**config.mk**
```make
export PLATFORM = sky130hd
export DESIGN_NAME = cursor_controller
export DESIGN_NICKNAME = d
export VERILOG_FILES = /design/src/rtl/cursor_pkg.sv /design/src/rtl/cursor_step.sv /design/src/rtl/cursor_controller.sv
export SDC_FILE = /design/constraint.sdc
export NUM_CORES = 1
export LEC_CHECK = 0
export BUFFER_PORTS_ARGS = -buffer_cell sky130_fd_sc_hd__buf_2
export CAP_MARGIN = 20
export CELL_PAD_IN_SITES_DETAIL_PLACEMENT = 0
export CELL_PAD_IN_SITES_GLOBAL_PLACEMENT = 2
export CORE_UTILIZATION = 30
export DETAILED_ROUTE_END_ITERATION = 12
export GPL_TIMING_DRIVEN = 0
export HOLD_SLACK_MARGIN = 0.08
export PLACE_DENSITY_LB_ADDON = 0.1
export SYNTH_ARGS = -nofsm -noshare
export SYNTH_HDL_FRONTEND = slang
export SYNTH_SLANG_ARGS = --single-unit
```
**constraint.sdc**
```tcl
create_clock -name clk_i -period 6.45 [get_ports clk_i]
set_input_delay 0.645 -clock clk_i [delete_from_list [all_inputs] [get_ports clk_i]]
set_output_delay 0.645 -clock clk_i [all_outputs]
set_load 0.005 [all_outputs]
```
**src/rtl/cursor_pkg.sv**
```systemverilog
`default_nettype none
// ============================================================================
// cursor_pkg: shared types and constants for the keypad cursor controller.
// Revision 1.0
// ============================================================================
package cursor_pkg;

    localparam int GRID_COLS_DEF = 6;
    localparam int GRID_ROWS_DEF = 6;

    // Bit positions inside the synchronized request vector
    localparam int NUM_KEYS  = 5;
    localparam int KEY_UP    = 0;
    localparam int KEY_DOWN  = 1;
    localparam int KEY_LEFT  = 2;
    localparam int KEY_RIGHT = 3;
    localparam int KEY_SEL   = 4;

    typedef enum logic [2:0] {
        IDLE         = 3'd0,
        DEBOUNCE     = 3'd1,
        ACT          = 3'd2,
        HOLD         = 3'd3,
        WAIT_RELEASE = 3'd4
    } state_t;

    typedef enum logic [1:0] {
        UP    = 2'd0,
        DOWN  = 2'd1,
        LEFT  = 2'd2,
        RIGHT = 2'd3
    } dir_t;

    function automatic int max3(input int a, input int b, input int c);
        int m;
        m = (a > b) ? a : b;
        return (m > c) ? m : c;
    endfunction

    // Auto-repeat only applies when exactly one arrow and no select is latched
    function automatic logic is_single_arrow(input logic [NUM_KEYS-1:0] lat);
        logic [3:0] arrows;
        arrows = lat[KEY_RIGHT:KEY_UP];
        return !lat[KEY_SEL] && (arrows != 4'd0) && ((arrows & (arrows - 4'd1)) == 4'd0);
    endfunction

endpackage
`default_nettype wire

```
**src/rtl/cursor_step.sv**
```systemverilog
`default_nettype none
// ============================================================================
// cursor_step: one clamped cursor step on a row-major grid (never wraps).
// Revision 1.0
// ============================================================================
module cursor_step
    import cursor_pkg::*;
#(
    parameter int GRID_COLS = GRID_COLS_DEF,
    parameter int GRID_ROWS = GRID_ROWS_DEF,
    parameter int CURSOR_W  = $clog2(GRID_COLS * GRID_ROWS)
) (
    input  logic [CURSOR_W-1:0] cursor_i,
    input  dir_t                dir_i,
    output logic [CURSOR_W-1:0] next_o,
    output logic                moved_o
);

    localparam logic [CURSOR_W-1:0] COLS_W        = CURSOR_W'(GRID_COLS);
    localparam logic [CURSOR_W-1:0] LAST_COL      = CURSOR_W'(GRID_COLS - 1);
    localparam logic [CURSOR_W-1:0] LAST_ROW_BASE = CURSOR_W'(GRID_COLS * (GRID_ROWS - 1));

    logic [CURSOR_W-1:0] w_col;

    assign w_col = cursor_i % COLS_W;

    always_comb begin
        next_o  = cursor_i;
        moved_o = 1'b0;
        case (dir_i)
            UP: begin
                if (cursor_i >= COLS_W) begin
                    next_o  = cursor_i - COLS_W;
                    moved_o = 1'b1;
                end
            end
            DOWN: begin
                if (cursor_i < LAST_ROW_BASE) begin
                    next_o  = cursor_i + COLS_W;
                    moved_o = 1'b1;
                end
            end
            LEFT: begin
                if (w_col != '0) begin
                    next_o  = cursor_i - CURSOR_W'(1);
                    moved_o = 1'b1;
                end
            end
            RIGHT: begin
                if (w_col != LAST_COL) begin
                    next_o  = cursor_i + CURSOR_W'(1);
                    moved_o = 1'b1;
                end
            end
            default: begin
                next_o  = cursor_i;
                moved_o = 1'b0;
            end
        endcase
    end

endmodule
`default_nettype wire

```
**src/rtl/cursor_controller.sv**
```systemverilog
`default_nettype none
// ============================================================================
// cursor_controller: synchronizes, debounces and arbitrates keypad presses
// into clamped cursor moves (with auto-repeat) or select pulses. Revision 1.0
// ============================================================================
module cursor_controller
    import cursor_pkg::*;
#(
    parameter int GRID_COLS       = GRID_COLS_DEF,
    parameter int GRID_ROWS       = GRID_ROWS_DEF,
    parameter int DEBOUNCE_CYCLES = 500000,
    parameter int REPEAT_DELAY    = 25000000,
    parameter int REPEAT_RATE     = 5000000
) (
    input  logic                                   clk_i,
    input  logic                                   rst_i,
    input  logic [3:0]                             keys_i,
    input  logic                                   sel_i,
    output logic [$clog2(GRID_COLS*GRID_ROWS)-1:0] cursor_o,
    output logic                                   move_strobe_o,
    output logic                                   select_strobe_o,
    output logic                                   key_active_o
);

    localparam int CURSOR_W = $clog2(GRID_COLS * GRID_ROWS);
    localparam int CNT_W    = $clog2(max3(DEBOUNCE_CYCLES, REPEAT_DELAY, REPEAT_RATE) + 1);

    // The sample that enters a counting state is itself the first counted
    // sample, so the terminal compares sit one below the nominal period.
    // Timing parameters are expected to be at least 3.
    localparam logic [CNT_W-1:0] DEB_LAST   = CNT_W'(DEBOUNCE_CYCLES - 1);
    localparam logic [CNT_W-1:0] DEB_FULL   = CNT_W'(DEBOUNCE_CYCLES);
    localparam logic [CNT_W-1:0] DELAY_LAST = CNT_W'(REPEAT_DELAY - 1);
    localparam logic [CNT_W-1:0] RATE_LAST  = CNT_W'(REPEAT_RATE - 1);

    logic [NUM_KEYS-1:0] sync1_q;
    logic [NUM_KEYS-1:0] req_q;
    logic [NUM_KEYS-1:0] lat_q;
    state_t              state_q;
    logic [CNT_W-1:0]    cnt_q;
    logic                repeat_q;
    logic [CURSOR_W-1:0] cursor_q;
    logic                move_strobe_q;
    logic                select_strobe_q;
    logic                key_active_q;

    logic [CNT_W-1:0]    w_cnt_inc;
    logic [CNT_W-1:0]    w_hold_last;
    logic                w_act_sel;
    dir_t                w_act_dir;
    logic [CURSOR_W-1:0] w_step_next;
    logic                w_step_moved;

    always_ff @(posedge clk_i or posedge rst_i) begin
        if (rst_i) begin
            sync1_q <= '0;
            req_q   <= '0;
        end else begin
            sync1_q <= {sel_i, keys_i};
            req_q   <= sync1_q;
        end
    end

    assign w_cnt_inc   = cnt_q + CNT_W'(1);
    assign w_hold_last = repeat_q ? RATE_LAST : DELAY_LAST;

    // Fixed priority: sel > up > down > left > right
    always_comb begin
        w_act_sel = lat_q[KEY_SEL];
        w_act_dir = RIGHT;
        if (lat_q[KEY_UP]) begin
            w_act_dir = UP;
        end else if (lat_q[KEY_DOWN]) begin
            w_act_dir = DOWN;
        end else if (lat_q[KEY_LEFT]) begin
            w_act_dir = LEFT;
        end
    end

    cursor_step #(
        .GRID_COLS (GRID_COLS),
        .GRID_ROWS (GRID_ROWS),
        .CURSOR_W  (CURSOR_W)
    ) u_step (
        .cursor_i (cursor_q),
        .dir_i    (w_act_dir),
        .next_o   (w_step_next),
        .moved_o  (w_step_moved)
    );

    always_ff @(posedge clk_i or posedge rst_i) begin
        if (rst_i) begin
            state_q         <= IDLE;
            lat_q           <= '0;
            cnt_q           <= '0;
            repeat_q        <= 1'b0;
            cursor_q        <= '0;
            move_strobe_q   <= 1'b0;
            select_strobe_q <= 1'b0;
            key_active_q    <= 1'b0;
        end else begin
            move_strobe_q   <= 1'b0;
            select_strobe_q <= 1'b0;
            case (state_q)
                IDLE: begin
                    if (req_q != '0) begin
                        lat_q        <= req_q;
                        cnt_q        <= '0;
                        state_q      <= DEBOUNCE;
                        key_active_q <= 1'b1;
                    end
                end
                DEBOUNCE: begin
                    if (req_q == '0) begin
                        state_q      <= IDLE;
                        key_active_q <= 1'b0;
                    end else if (req_q != lat_q) begin
                        lat_q <= req_q;
                        cnt_q <= CNT_W'(1);
                    end else if (w_cnt_inc == DEB_LAST) begin
                        cnt_q    <= '0;
                        repeat_q <= 1'b0;
                        state_q  <= ACT;
                    end else begin
                        cnt_q <= w_cnt_inc;
                    end
                end
                ACT: begin
                    if (w_act_sel) begin
                        select_strobe_q <= 1'b1;
                    end else begin
                        cursor_q      <= w_step_next;
                        move_strobe_q <= w_step_moved;
                    end
                    cnt_q   <= '0;
                    state_q <= is_single_arrow(lat_q) ? HOLD : WAIT_RELEASE;
                end
                HOLD: begin
                    if (req_q != lat_q) begin
                        // A released sample here already counts toward release
                        cnt_q   <= (req_q == '0) ? CNT_W'(1) : '0;
                        state_q <= WAIT_RELEASE;
                    end else if (w_cnt_inc == w_hold_last) begin
                        cnt_q    <= '0;
                        repeat_q <= 1'b1;
                        state_q  <= ACT;
                    end else begin
                        cnt_q <= w_cnt_inc;
                    end
                end
                WAIT_RELEASE: begin
                    if (req_q != '0) begin
                        cnt_q <= '0;
                    end else if (w_cnt_inc == DEB_FULL) begin
                        cnt_q        <= '0;
                        state_q      <= IDLE;
                        key_active_q <= 1'b0;
                    end else begin
                        cnt_q <= w_cnt_inc;
                    end
                end
                default: begin
                    state_q      <= IDLE;
                    cnt_q        <= '0;
                    key_active_q <= 1'b0;
                end
            endcase
        end
    end

    assign cursor_o        = cursor_q;
    assign move_strobe_o   = move_strobe_q;
    assign select_strobe_o = select_strobe_q;
    assign key_active_o    = key_active_q;

endmodule
`default_nettype wire
```
# Yosys cells after proc, flatten, opt, wreduce, memory -nomap -nowiden
# Index checks and enable logic that the tools add are counted.
[op_classes] reduce_logical=19 magnitude_cmp=2 bitwise_logic=3 n_addsub=6 eq_ne=29 div=1 n_mux=53
[op_table] cell="25-bit 2-to-1 mux" count=9
[op_table] cell="25-bit one-hot mux with 4 select lines" count=1
[op_table] cell="25-bit by 19-bit == test with 1-bit output (second input constant)" count=2
[op_table] cell="3-bit 2-to-1 mux" count=9
[op_table] cell="25-bit by 1-bit adder with 25-bit output (second input constant)" count=1
[op_table] cell="25-bit == test" count=1
[op_table] cell="6-bit 2-to-1 mux" count=4
[op_table] cell="6-bit one-hot mux with 4 select lines" count=1
[op_table] cell="2-bit != test (second input constant)" count=10
[op_table] cell="1-bit 2-to-1 mux" count=19
[op_table] cell="6-bit AND reduction" count=3
[op_table] cell="5-bit 2-to-1 mux" count=3
[op_table] cell="3-bit one-hot mux with 5 select lines" count=1
[op_table] cell="5-bit one-hot mux with 2 select lines" count=1
[op_table] cell="3-bit != test (second input constant)" count=3
[op_table] cell="2-bit by 1-bit != test with 1-bit output (second input constant)" count=4
[op_table] cell="1-bit one-hot mux with 4 select lines" count=2
[op_table] cell="6-bit by 1-bit adder with 6-bit output (second input constant)" count=1
[op_table] cell="6-bit by 3-bit adder with 6-bit output (second input constant)" count=1
[op_table] cell="3-bit by 2-bit == test with 1-bit output (second input constant)" count=2
[op_table] cell="6-bit by 3-bit >= comparator with 1-bit output (second input constant)" count=1
[op_table] cell="6-bit by 5-bit less-than comparator with 1-bit output (second input constant)" count=1
[op_table] cell="6-bit by 3-bit remainder unit with 6-bit output (second input constant)" count=1
[op_table] cell="6-bit by 3-bit != test with 1-bit output (second input constant)" count=1
[op_table] cell="other kinds (26)" count=31
[word_totals] out_inout_bits=9 word_cells=123 ff_bits=53 in_bits=7

# Logic depth before layout (Yosys ltp)
[logic_depth] depth_word=7 ltp_mapped=16 depth_no_buf=14

# Hierarchy
# Synthesis repeated with hierarchy kept, for this count alone.
[unflattened] hier_cells=600 hier_area_um2=4924.7
[modules_own_cells] module="cursor_controller" instances=1 cells_each=385 seq_area_each_um2=1326.3 area_per_inst_um2=3479.6
[modules_own_cells] module="cursor_step" instances=1 cells_each=215 seq_area_each_um2=0.0 area_per_inst_um2=1445.1

# Worst setup path after synthesis
# Ideal clock, no wire load.
[synth_timing] kind="flip-flop to flip-flop" startpoint="register cursor_q[1] (netlist: cursor_o[1])" endpoint="register cursor_q[3] (netlist: cursor_o[3])" path_buffers=2 period_less_slack_ns=3.370 setup_time_ns=0.122 t_arrival_ns=3.248 slack_ns=3.080 stages_incl_launch_ff=17 required_time_ns=6.328 path_cell_list="dfrtp_1 -> clkbuf_1 -> inv_1 -> ha_1 -> o21a_1 -> o21bai_1 -> a221o_1 -> nand2_1 -> nand2_1 -> ha_1 -> inv_1 -> a32o_1 -> mux2i_1 -> a31oi_1 -> clkbuf_1 -> mux2i_1 -> nand2_1"
[synth_between] elab_chain_cells=4 elab_cells_between_ends=19 cone_classes="add/sub: 4; div: 1; order compare: 2; eq/ne: 5; mux: 5; reduce/logical: 2"
[synth_lines] element="from (decl)" line="cursor_controller.sv:42" text="logic [CURSOR_W-1:0] cursor_q;"
[synth_lines] element="from (signal assigned)" line="cursor_controller.sv:132" text="cursor_q <= w_step_next;"
[synth_lines] element="6-bit by 3-bit remainder unit with 6-bit output" line="cursor_step.sv:25" text="assign w_col = cursor_i % COLS_W;"
[synth_lines] element="6-bit by 3-bit != test with 1-bit output or 6-bit nonzero test (tied branches)" line="cursor_step.sv:50, cursor_step.sv:44"
[synth_lines] element="2-bit by 1-bit != test with 1-bit output (no source line)"
[synth_lines] element="6-bit AND reduction (no source line)"
# Parallel ways exist; a longest one is shown, timed or not. The select of a mux whose other input is x is not followed.
# A chain may end at the register's enable or synchronous reset.

# Worst setup path in the final report
# Same ends and word-level chain as after synthesis.

==> metrics <==
Die Area=about 0.014 mm^2; initial DRC count=between 200 and 250; Final min period=4260 ps; Startpoint Class=flop; GPL Wtd Cong=around 0.79; post-CTS sizing=0; H-tree lvl count=2; Pins Over Slew Limit=0; main flop type after synthesis=dfrtp_1; RSZ-0062 raised after global routing=false; number of synthesized flops with an enable pin=0; Cell Area, Synth=around 0.0041 mm^2; clock share of power=between 15 and 20%; MaxCap Viol Count=0; total CTS buffers=5; Root Buffer=clkbuf_16; Fin. Hold Viols=0; via count=3,825; Worst EP required=6650 ps; global route overflow=0; relative slew slack=between 50% and 60%; combinational share of power=between 50% and 60%; worst-path cell chain=clkbuf_1, inv_1, ha_1, o21a_1, o21bai_1, a221oi_1, nand3_1, nand2_1, ha_1, nor2_1, a21oi_1, o32ai_1, a31oi_1, clkbuf_1, mux2i_1, nand2_1; worst-margin pin slew=about 750 ps; TritonCTS clock tree=built; hold depth=0; Crit. End Element=flop; maximum vdd ir drop=~130 uV; Antenna Violating Nets Remaining=0; DIE HEIGHT=approximately 120 um; Clk pin slew, worst setup/hold paths=80 ps; Crit Path Class=reg -> reg; Antenna Cells=0; WL/cell=roughly 17 um; number of remaining DRC errors=0; Hold WS=~350 ps; Mapped Avg Cell Area=approximately 8 um^2; maximum root-to-sink buffer count=2; DPL Wire Length=approximately 9000 um; final-stage net count=550; HP Class=reg -> reg; PnR Total Power=0.00162 W; Clock Latency Late Sink=just over 300 ps; sequential fraction of the synthesis area=roughly a third; vias in the first global route=roughly 3,500; die span in x=120 um; Sequential Power Share=27.4%; syn nets=527; Synth async-reset ratio=100%; CP delay by family, top=compound AO/OA/AOI/OAI gates; starting density of the core=between 30% and 40%; clk sink count=53; part of the cycle the worst path needs=approximately 66%; ratio of total power to cell area=351 mW/mm^2; Sw Ratio=between 40 and 50%; cell-internal power=approximately 0.00088 W; final setup TNS=0 ps; Slowest-stage cell, CP=a221oi_1; design area=0.00462 mm^2; fmax=between 200 and 250 MHz; port bufs=15; Yosys cell types=73; Post-Syn Instances=a little over 500; IO Pins=16; Leak Pwr=between 1.5 and 2 nW; Synthesis Warnings=0; GRT Util Overall=17.9%; hold endpoint=req_q[1]$_DFF_PP0_; r2r worst-path depth=16; DRT Wirelength=approximately 12,000 um; drt via density=5.39; synthesis-stage register bit count=53; # fillers=about 1,500; HP Start=sync1_q[1]$_DFF_PP0_; Largest stage delay, worst path=560 ps; setup violators final=0; core area=0.0133 mm^2; initial antenna violation count=0; largest net degree at the start of global routing=34; RR Endpoint=cursor_o[3]$_DFFE_PP0P_; placed cell areas=approximately 0.0045 mm^2; clk_skew=approximately 8.4 ps; fraction of layout cells with a size suffix above 1=a little under an eighth; R2R Setup Slk=about 2200 ps; Area Overhead vs Synth=11.2%; Post-CTS Setup Inserts=0; first-pass GRT wire length=a little under 20,000 um; first-pass iteration count of the detailed router=4; hold_buf cts=0; crit path max fanout=10; NetSw=about 0.00074 W; outcome=finished, final reports clean; RR Startpoint=cursor_o[1]$_DFFE_PP0P_; Rows=42; CP arrival=around 4500 ps; CP bufs+invs=3
==> power groups by stage <==
stage | clock network (W) | registers, W | logic [W]
global placement | 0 | 0.000451 | 0.000883
finish | 0.000291 | 0.000444 | 0.000886
CTS | 0.000305 | 0.000445 | 0.000884
global route | 0.000319 | 0.000452 | 0.000999
detailed placement | 0 | 0.000451 | 0.000880
floorplan | 0 | 0.000435 | 0.000673
==> through the flow <==
stage          utilization, %  worst slack, ps  std cells
2_1_floorplan               -             3080        509
3_3_place_gp             33.3             2280        700
3_5_place_dp             33.4             2260        701
4_1_cts                  34.6             2240        709
5_1_grt                  34.6             1830        709
6_report                 34.6             2190        709
==> layout by cell type, fill, tap and decap left out, types with 9 or more instances in the layout <==
| cell | n |
|---|---|
| nor2_1 | 36 |
| inv_1 | 17 |
| a21oi_1 | 17 |
| o21ai_2 | 9 |
| clkbuf_1 | 27 |
| xnor2_1 | 16 |
| buf_2 | 20 |
| dfrtp_1 | 53 |
| ha_1 | 10 |
| nand3_1 | 17 |
| o21ai_0 | 18 |
| nand2_1 | 82 |
| nor3_1 | 25 |
| o221ai_1 | 11 |
| o211ai_1 | 9 |
==> cell usage after synthesis (3+ instances only) <==
| cell | count | share of area (%) |
|---|---|---|
| and2_1 | 7 | 1.1 |
| nor3b_1 | 6 | 1.1 |
| inv_1 | 18 | 1.6 |
| dfrtp_1 | 53 | 32 |
| buf_6 | 3 | 0.81 |
| nor3_1 | 25 | 3.0 |
| o2111ai_1 | 3 | 0.63 |
| nor2_1 | 36 | 3.3 |
| nor2b_1 | 4 | 0.60 |
| a41oi_1 | 3 | 0.63 |
| o21bai_1 | 3 | 0.54 |
| nand3_1 | 17 | 2.1 |
| a211oi_1 | 6 | 1.1 |
| nor4_1 | 6 | 0.90 |
| o21ai_2 | 9 | 1.9 |
| nor4b_1 | 3 | 0.63 |
| ha_1 | 10 | 3.0 |
| o221ai_1 | 11 | 2.3 |
| and4_1 | 5 | 1.1 |
| a31oi_1 | 8 | 1.2 |
| buf_4 | 3 | 0.54 |
| nand2_1 | 82 | 7.4 |
| and3_1 | 7 | 1.1 |
| a211o_1 | 3 | 0.63 |
| o21a_1 | 7 | 1.3 |
| mux2i_1 | 3 | 0.72 |
| a21oi_1 | 17 | 2.1 |
| nand4_1 | 6 | 0.90 |
| clkbuf_1 | 27 | 2.4 |
| xor2_1 | 8 | 1.7 |
| o211ai_1 | 9 | 1.6 |
| a21boi_0 | 3 | 0.54 |
| o21ai_0 | 18 | 2.2 |
| buf_2 | 5 | 0.60 |
| xnor2_1 | 16 | 3.4 |
| nand2b_1 | 7 | 1.1 |
| a22o_1 | 3 | 0.63 |
| a21o_1 | 3 | 0.54 |
==> registers in the layout (all words and copies together) (netlist names) <==
register	flops
key_active_o	1
repeat_q	1
req_q	5
sync1_q	5
cursor_o	6
state_q	3
cnt_q	25
move_strobe_o	1
lat_q	5
select_strobe_o	1
==> metal layers <==
| metal | track usage, % | wire, um | vias up |
|---|---|---|---|
| met5 | 0 | 0 | - |
| met4 | 4.30 | 104 | 0 |
| met3 | 3.71 | 647 | 7 |
| met2 | 26.3 | 5320 | 78 |
| met1 | 26.5 | 6190 | 1835 |
| li1 | - | - | 1905 |
==> logic make-up (layout without fill, tap and decap cells) <==
logic type	after synthesis	in the layout	share of synthesized area, %
mux	3	3	0.724
fa+ha+maj	12	12	3.74
simple gates	233	233	29.6
compound gates	128	128	22.9
buf+inv	56	80	6.03
flops	53	53	32.0
xor+xnor	24	24	5.07
==> worst max-delay path by stage <==
stage	start	end	slack (ps)	cells after the start
floorplan	cursor_o[1]$_DFFE_PP0P_	cursor_o[3]$_DFFE_PP0P_	3080	16
global placement	cursor_o[1]$_DFFE_PP0P_	cursor_o[3]$_DFFE_PP0P_	2280	16
detailed placement	cursor_o[1]$_DFFE_PP0P_	cursor_o[3]$_DFFE_PP0P_	2260	16
CTS	cursor_o[1]$_DFFE_PP0P_	cursor_o[3]$_DFFE_PP0P_	2240	16
global route	cursor_o[1]$_DFFE_PP0P_	cursor_o[4]$_DFFE_PP0P_	1830	16
finish	cursor_o[1]$_DFFE_PP0P_	cursor_o[3]$_DFFE_PP0P_	2190	16
==> cell type report <==
class / instances / area [um^2] / area share (%)
inverter: 18 / 67.6 / 1.46
multi-input combinational: 400 / 2570 / 55.7
sequential: 53 / 1330 / 28.7
clock buffer: 5 / 125 / 2.71
timing repair buffer: 16 / 95.1 / 2.06
clock inverter: 3 / 26.3 / 0.569
buffer: 38 / 183 / 3.96
tap: 176 / 220 / 4.77
No activity file was read; power rests on OpenSTA's default activity.
